**src/rtl/jk_pkg.sv**
```systemverilog
// jk_pkg: shared JK flip-flop definitions.
// Holds the monitor state encoding and the JK next-state function.
package jk_pkg;

  typedef enum logic [1:0] {
    IDLE  = 2'd0,
    SYNC  = 2'd1,
    CHECK = 2'd2
  } state_t;

  localparam logic [1:0] HOLD = 2'b00;
  localparam logic [1:0] RST  = 2'b01;
  localparam logic [1:0] SET  = 2'b10;
  localparam logic [1:0] TOG  = 2'b11;

  function automatic logic jk_next(
    input logic q,
    input logic j,
    input logic k
  );
    logic r;
    case ({j, k})
      HOLD:    r = q;
      RST:     r = 1'b0;
      SET:     r = 1'b1;
      TOG:     r = ~q;
      default: r = 1'bx;
    endcase
    return r;
  endfunction

endpackage

```
**src/rtl/jk_monitor_sat_counter.sv**
```systemverilog
// sat_counter: up-counter that sticks at all-ones.
// Synchronous active-high clear; at most one step per edge.
module sat_counter #(
  parameter int W = 8
) (
  input  logic         clk,
  input  logic         rst,
  input  logic         inc,
  output logic [W-1:0] cnt
);

  localparam logic [W-1:0] MAX = {W{1'b1}};
  localparam logic [W-1:0] ONE = {{(W-1){1'b0}}, 1'b1};

  // clear on reset, otherwise step until saturated
  always_ff @(posedge clk) begin
    if (rst) begin
      cnt <= '0;
    end else if (inc && (cnt != MAX)) begin
      cnt <= cnt + ONE;
    end
  end

endmodule

```
**src/rtl/jk_monitor.sv**
```systemverilog
// jk_monitor: observes J/K/Q of a JK flip-flop and checks Q
// against an internal reference model one cycle later.
module jk_monitor
  import jk_pkg::*;
#(
  parameter int ERR_CNT_W     = 8,
  parameter bit RESYNC_ON_ERR = 1'b1
) (
  input  logic                 clk,
  input  logic                 rst,
  input  logic                 check_en,
  input  logic                 J,
  input  logic                 K,
  input  logic                 Q,
  output logic                 exp_q,
  output logic                 err,
  output logic                 err_sticky,
  output logic [ERR_CNT_W-1:0] err_count,
  output logic [ERR_CNT_W-1:0] chk_count,
  output logic                 busy
);

  state_t state;
  state_t state_n;
  logic   exp_n;
  logic   do_cmp;
  logic   mis;

  // next state, model update and compare decision
  always_comb begin
    state_n = state;
    exp_n   = exp_q;
    do_cmp  = 1'b0;
    mis     = 1'b0;
    case (state)
      IDLE: begin
        if (check_en) state_n = SYNC;
      end
      SYNC: begin
        if (!check_en) begin
          state_n = IDLE;
        end else begin
          exp_n   = jk_next(Q, J, K);
          state_n = CHECK;
        end
      end
      CHECK: begin
        if (!check_en) begin
          state_n = IDLE;
        end else begin
          do_cmp = 1'b1;
          mis    = (Q != exp_q);
          if (mis && RESYNC_ON_ERR) begin
            exp_n = jk_next(Q, J, K);
          end else begin
            exp_n = jk_next(exp_q, J, K);
          end
        end
      end
      default: state_n = IDLE;
    endcase
  end

  // state, model and flag registers
  always_ff @(posedge clk) begin
    if (rst) begin
      state      <= IDLE;
      exp_q      <= 1'b0;
      err        <= 1'b0;
      err_sticky <= 1'b0;
      busy       <= 1'b0;
    end else begin
      state      <= state_n;
      exp_q      <= exp_n;
      err        <= mis;
      err_sticky <= err_sticky | mis;
      busy       <= (state_n == CHECK);
    end
  end

  sat_counter #(
    .W(ERR_CNT_W)
  ) u_err_cnt (
    .clk(clk),
    .rst(rst),
    .inc(mis),
    .cnt(err_count)
  );

  sat_counter #(
    .W(ERR_CNT_W)
  ) u_chk_cnt (
    .clk(clk),
    .rst(rst),
    .inc(do_cmp),
    .cnt(chk_count)
  );

endmodule

```
**config.mk**
```make
export PLATFORM = sky130hd
export DESIGN_NAME = jk_monitor
export DESIGN_NICKNAME = d
export VERILOG_FILES = /design/src/rtl/jk_pkg.sv /design/src/rtl/jk_monitor_sat_counter.sv /design/src/rtl/jk_monitor.sv
export SDC_FILE = /design/constraint.sdc
export NUM_CORES = 1
export LEC_CHECK = 0
export ABC_AREA = 0
export CAP_MARGIN = 0
export CORE_ASPECT_RATIO = 1.4
export CORE_UTILIZATION = 48
export CTS_CLUSTER_DIAMETER = 200
export CTS_CLUSTER_SIZE = 20
export DETAILED_ROUTE_END_ITERATION = 12
export PLACE_DENSITY_LB_ADDON = 0.15
export SETUP_SLACK_MARGIN = 0.3
export SLEW_MARGIN = 10
export SYNTH_ARGS = -nofsm -noshare
export SYNTH_HDL_FRONTEND = slang
export SYNTH_HIERARCHICAL = 1
export SYNTH_SLANG_ARGS = --single-unit
```
**constraint.sdc**
```tcl
create_clock -name clk -period 2.4 [get_ports clk]
set_clock_uncertainty 0.2 [all_clocks]
set_input_delay 0.36 -clock clk [delete_from_list [all_inputs] [get_ports clk]]
set_output_delay 0.36 -clock clk [all_outputs]
set_load 0.05 [all_outputs]
```
# Word-level counts from Yosys, hierarchy flattened
# Cells that the tools add are included.
# totals
inputBits	6
elab_cells	44
ff_bits	22
output_inout_bits	20
# op_classes
eq_ne	12
mux	14
add_sub_neg	2
n_reduce_logical	6
n_bitwise	3
# ops
operator	n
8-bit by 1-bit adder with 8-bit output, second input constant	2
8-bit != test, second input constant	2
2-bit == test, second input constant	4
1-bit two-way mux	7
2-bit two-way mux	3
2-bit case mux with 3 select lines	1
2-bit by 1-bit == test with 1-bit output, second input constant	2
2-bit zero test	2
2-bit != test, second input constant	2
1-bit case mux with 4 select lines	1
4-bit AND reduction	1
3-bit != test, second input constant	1
1-bit case mux with 3 select lines	1
1-bit logical AND	2
1-bit NOT	2
1-bit case mux with 2 select lines	1
2-bit nonzero test	1
1-bit != test	1
1-bit bitwise OR	1

# Depth between registers and ports, before layout
# logic_depth
ltp_word	5
ltp_mapped	6
mapped_depth_nobuf	6

# Hierarchy
# The synthesis kept the hierarchy.
# by_module_without_submodules
module	n_inst	seq_area_each_um2	cells_each	area_each_um2
sat_counter	2	160.2	46	430.4
jk_monitor	1	120.1	25	252.7

# Least setup slack after synthesis
# No wires, ideal clock.
# synth_timing
path_type	reg-to-reg
startpoint	register exp_q
endpoint	register u_err_cnt.cnt[3]
n_path_buf	0
required_ns	2.131
setup_ns	0.069
setup_slack_ns	0.353
path_stages_with_launch	7
synth_period_minus_slack_ns	2.047
arrival_ns	1.778
cell_sequence	dfxtp_1 > xor2_1 > nand2_1 > inv_1 > nand4_1 > or3_2 > o21ai_1
# synth_between
elab_chain_cells	4
# synth_lines
element	line	source
from (decl)	jk_monitor.sv:15	output logic exp_q,
from (signal assigned)	jk_monitor.sv:74	exp_q <= exp_n;
1-bit != test	jk_monitor.sv:52	mis = (Q != exp_q);
1-bit two-way mux	jk_monitor.sv:48	if (!check_en) begin
1-bit two-way mux	jk_monitor.sv:35	case (state)
net mis	jk_monitor.sv:27	logic mis;
1-bit logical AND	jk_monitor_sat_counter.sv:19	end else if (inc && (cnt != MAX)) begin
to (signal assigned)	jk_monitor_sat_counter.sv:20	cnt <= cnt + ONE;
to (decl)	jk_monitor_sat_counter.sv:9	output logic [W-1:0] cnt
# The timed path passes the listed nets, and every way through them passes these cells.
# A chain may end at the register's enable or synchronous reset.

# Worst setup path in the final report
# layout_timing
startpoint	register err_sticky
endpoint	output port err_sticky
# layout_lines
element	line	source
from (decl)	jk_monitor.sv:17	output logic err_sticky,
from (signal assigned)	jk_monitor.sv:76	err_sticky <= err_sticky | mis;
# No word-level cell between the ends.

==> results.md <==
- WP data arrival: 1450 ps
- Final setup fails: 0
- Seq pwr share: about 64%
- Std cell rows: 20
- Share of cells above drive strength 1: a little over an eighth
- Met2 GRT Util: 36.1%
- Post-Synthesis Cells: between 100 and 150
- Worst-path cell chain: clkdlybuf4s50_1
- Worst hold path class: flip-flop to flip-flop
- Critical path startpoint category: flip-flop
- Post-Synth Simple-Gate Area: roughly 26%
- DR vias: 991
- TritonCTS clock tree: yes
- Max_cap viols: 0
- Mux cell area share after synthesis: 5.51%
- Gr ovfl total: 0
- Post-synthesis sequential area ratio: between 30% and 40%
- Worst stage delay on the critical path: 800 ps
- F_max: about 500 MHz
- GRT busiest layer: met2
- Port bufs: 25
- Placed Area: 1400 µm²
- Die Area: 2520 µm²
- Num ports: 26
- Initial antenna violation count: 0
- Design Area, Final: approximately 1400 µm²
- Worst-Margin Slew: around 570 ps
- CTS Root Buffer Type: clkbuf_4
- R2r worst-path depth: 6
- Leak Pwr: ~0.62 nW
- Switch Pwr: between 100 and 150 µW
- Pint: 452 µW
- Final Max Slew Viols: 0
- H-tree lvl count: 1
- Starting Density: 51.1%
- Clock Path Buffers: 2
- Number of buffers created by CTS: 3
- Comb pwr share: 9.2%
- Vias in the first global route: 969
- Nets: between 150 and 200
- Slew HR: 62.2%
- Avg Inst Size Synth: 9.52 µm²
- Die Wd: 42.7 µm
- ANT cells: 0
- # fillers: approximately 210
- First-pass GRT wire length: 4020 µm
- Synth Area in Adders: 2.25%
- Post-synth cell types: 34
- Levels on crit path: 1
- Largest family of logic cells by synthesized area: simple AND/OR/NAND/NOR gates
- DPL Wire Length: 1780 µm
- Unrepaired setup endpoints after global routing: false
- Min cycle time layout: 2010 ps
- Finished Layout Cells: 169
- Routed WL: between 2000 and 2500 µm
- Post-CTS setup repair buffer count: 0
- Top delay family on crit path: buffers and inverters
- Net Sw Frac: 22.3%
- Area growth, synth to finish: 26.4%
- Period utilization: 83.8%
- Placed cell count: around 170
- Clock slew at reported path FFs: approximately 110 ps
- Yosys reg bits: 22
- First-pass iteration count of the detailed router: 4
- Syn Nets: 125
- Final hold violation count: 0
- CTS Sinks: 22
- Clk pwr share: 26.7%
- Die height: a little under 60 µm
- Ys Warns: 6
- Max IR drop VDD: 0.288 mV
- CP Data Required Time: ~1800 ps
- Crit path max fanout: 2
- Core footprint: 2180 µm²
- Avg WL per Cell: about 14 µm
- Setup TNS: 0 ps
- Clk_lat worst skew: 290 ps
- Met1 Resource Use GR: 22.6%
- Largest net degree at the start of global routing: 17
- Top cells by area, synth: dfxtp_1 40%, a21oi_1 4.9%, nand2_1 4.0%
- Total track usage: 20.1%
- Worst setup path class: flip-flop to output pin
- Mapped cell area: 1110 µm²
- Proportion of netlist area held by the largest area contributor: 39.6%
- Status: completed
- Critical path endpoint category: output pin
- Compound-Gate Fraction of Synth Area: 22.4%
- GR Util met3: roughly 2.1%
- Post-Synth XOR/XNOR Area: under 10%
- Hold Path Depth: 2
- DRC: 0
- Initial drt markers: 23
- Area leader, netlist: dfxtp_1
- GPL Wtd Cong: about 0.84
- Power density cells: 413 nW/µm²
- Crit path buf inv count: 1
- Final antenna-violating net count: 0
- Vias per cell: between 5 and 6
- CP max stage cell: clkdlybuf4s50_1
## flip-flops by register name, summed over array words and instances (netlist names)
| signal | flops |
|---|---|
| u_chk_cnt/cnt | 8 |
| u_err_cnt/cnt | 8 |
| err | 1 |
| state | 2 |
| exp_q | 1 |
| err_sticky | 1 |
| busy | 1 |
## synthesized netlist by cell type
cell       number
ha_1            2
o311a_1         2
and4_1          4
dfxtp_1        22
xor2_1          2
a31oi_1         2
o21bai_1        4
and3b_2         1
or3_2           2
a211oi_1        4
nor4b_1         1
inv_1           3
nand4_1         4
nor2_1          7
a21oi_1        11
a311oi_1        2
mux2_1          1
a2111oi_0       1
buf_6           2
o211ai_2        1
mux2_4          2
a21boi_0        2
nand2b_1        2
and3_4          2
mux2i_1         2
and2b_2         2
and4bb_2        1
or4b_1          1
nor3_1          4
nand2_1        12
o21ai_1         2
a21boi_4        2
nor2b_1         1
nand3_1         4
## final cells by class
| type | count | area (µm²) | area share (%) |
|---|---|---|---|
| Clock buffer | 3 | 22.5 | 1.60 |
| Inverter | 3 | 11.3 | 0.800 |
| Multi-Input combinational cell | 90 | 639 | 45.4 |
| Sequential cell | 22 | 440 | 31.3 |
| Tap cell | 22 | 27.5 | 1.96 |
| Timing Repair Buffer | 29 | 267 | 18.9 |
## per-layer routing
layer	routed length (µm)	part of all wire, %	up-vias
met5	0	0	-
met4	48	2.1	0
met3	75	3.2	4
met2	1200	52	25
met1	990	43	456
li1	-	-	506
## power groups by stage
stage               combinational, mW  sequential, mW  clock [mW]
finish                         0.0534           0.373       0.155
global route                   0.0571           0.374       0.178
CTS                            0.0533           0.373       0.166
detailed placement             0.0537           0.382           0
global placement               0.0529           0.381           0
floorplan                      0.0170           0.389           0
## layout by cell type, fill, tap and decap left out, types with 3 or more instances in the layout
cell type and n:
nor2_1 7, a211oi_1 4, and4_1 4, dfxtp_1 22, nand3_1 4, inv_1 3, clkdlybuf4s50_1 8, nand2_1 12
nor3_1 4, clkbuf_4 3, nand4_1 4, o21bai_1 4, dlygate4sd2_1 15, a21oi_1 11, buf_4 4
## per-stage QoR
stage	total power [mW]	worst slack, ps	hold WS (ps)	util (%)
floorplan	0.406	353	232	-
global placement	0.434	207	268	64.3
detailed placement	0.435	123	278	64.3
CTS	0.592	301	303	64.4
global route	0.610	307	336	64.7
finish	0.582	390	299	64.7
## cells by family (layout without fill, tap and decap cells)
family                   after synthesis  in the layout
flip-flops                            22             22
multiplexers                           5              5
AO/OA/AOI/OAI                         33             33
XOR/XNOR                               2              2
buffers and inverters                  5             35
adder cells (fa/ha/maj)                2              2
AND/OR/NAND/NOR                       48             48
## worst paths after layout
path	to	slack (ps)	start
setup / recovery	err_sticky	390	err_sticky$_SDFF_PP0_
hold / removal	err_sticky$_SDFF_PP0_	300	err_sticky$_SDFF_PP0_
setup reg to reg	u_err_cnt/cnt[3]$_SDFFE_PP0P_	590	exp_q$_SDFFE_PP0P_
hold reg to reg	err_sticky$_SDFF_PP0_	300	err_sticky$_SDFF_PP0_
## repair_timing
action / in CTS / in global routing
pin swaps: 0 / 0
endpoints found under the setup margin: 15 / 2
resized for setup: 15 / 2
gates cloned: 0 / 0
hold buffers: 0 / 0
Note: power is estimated with default switching activity, not from simulation.
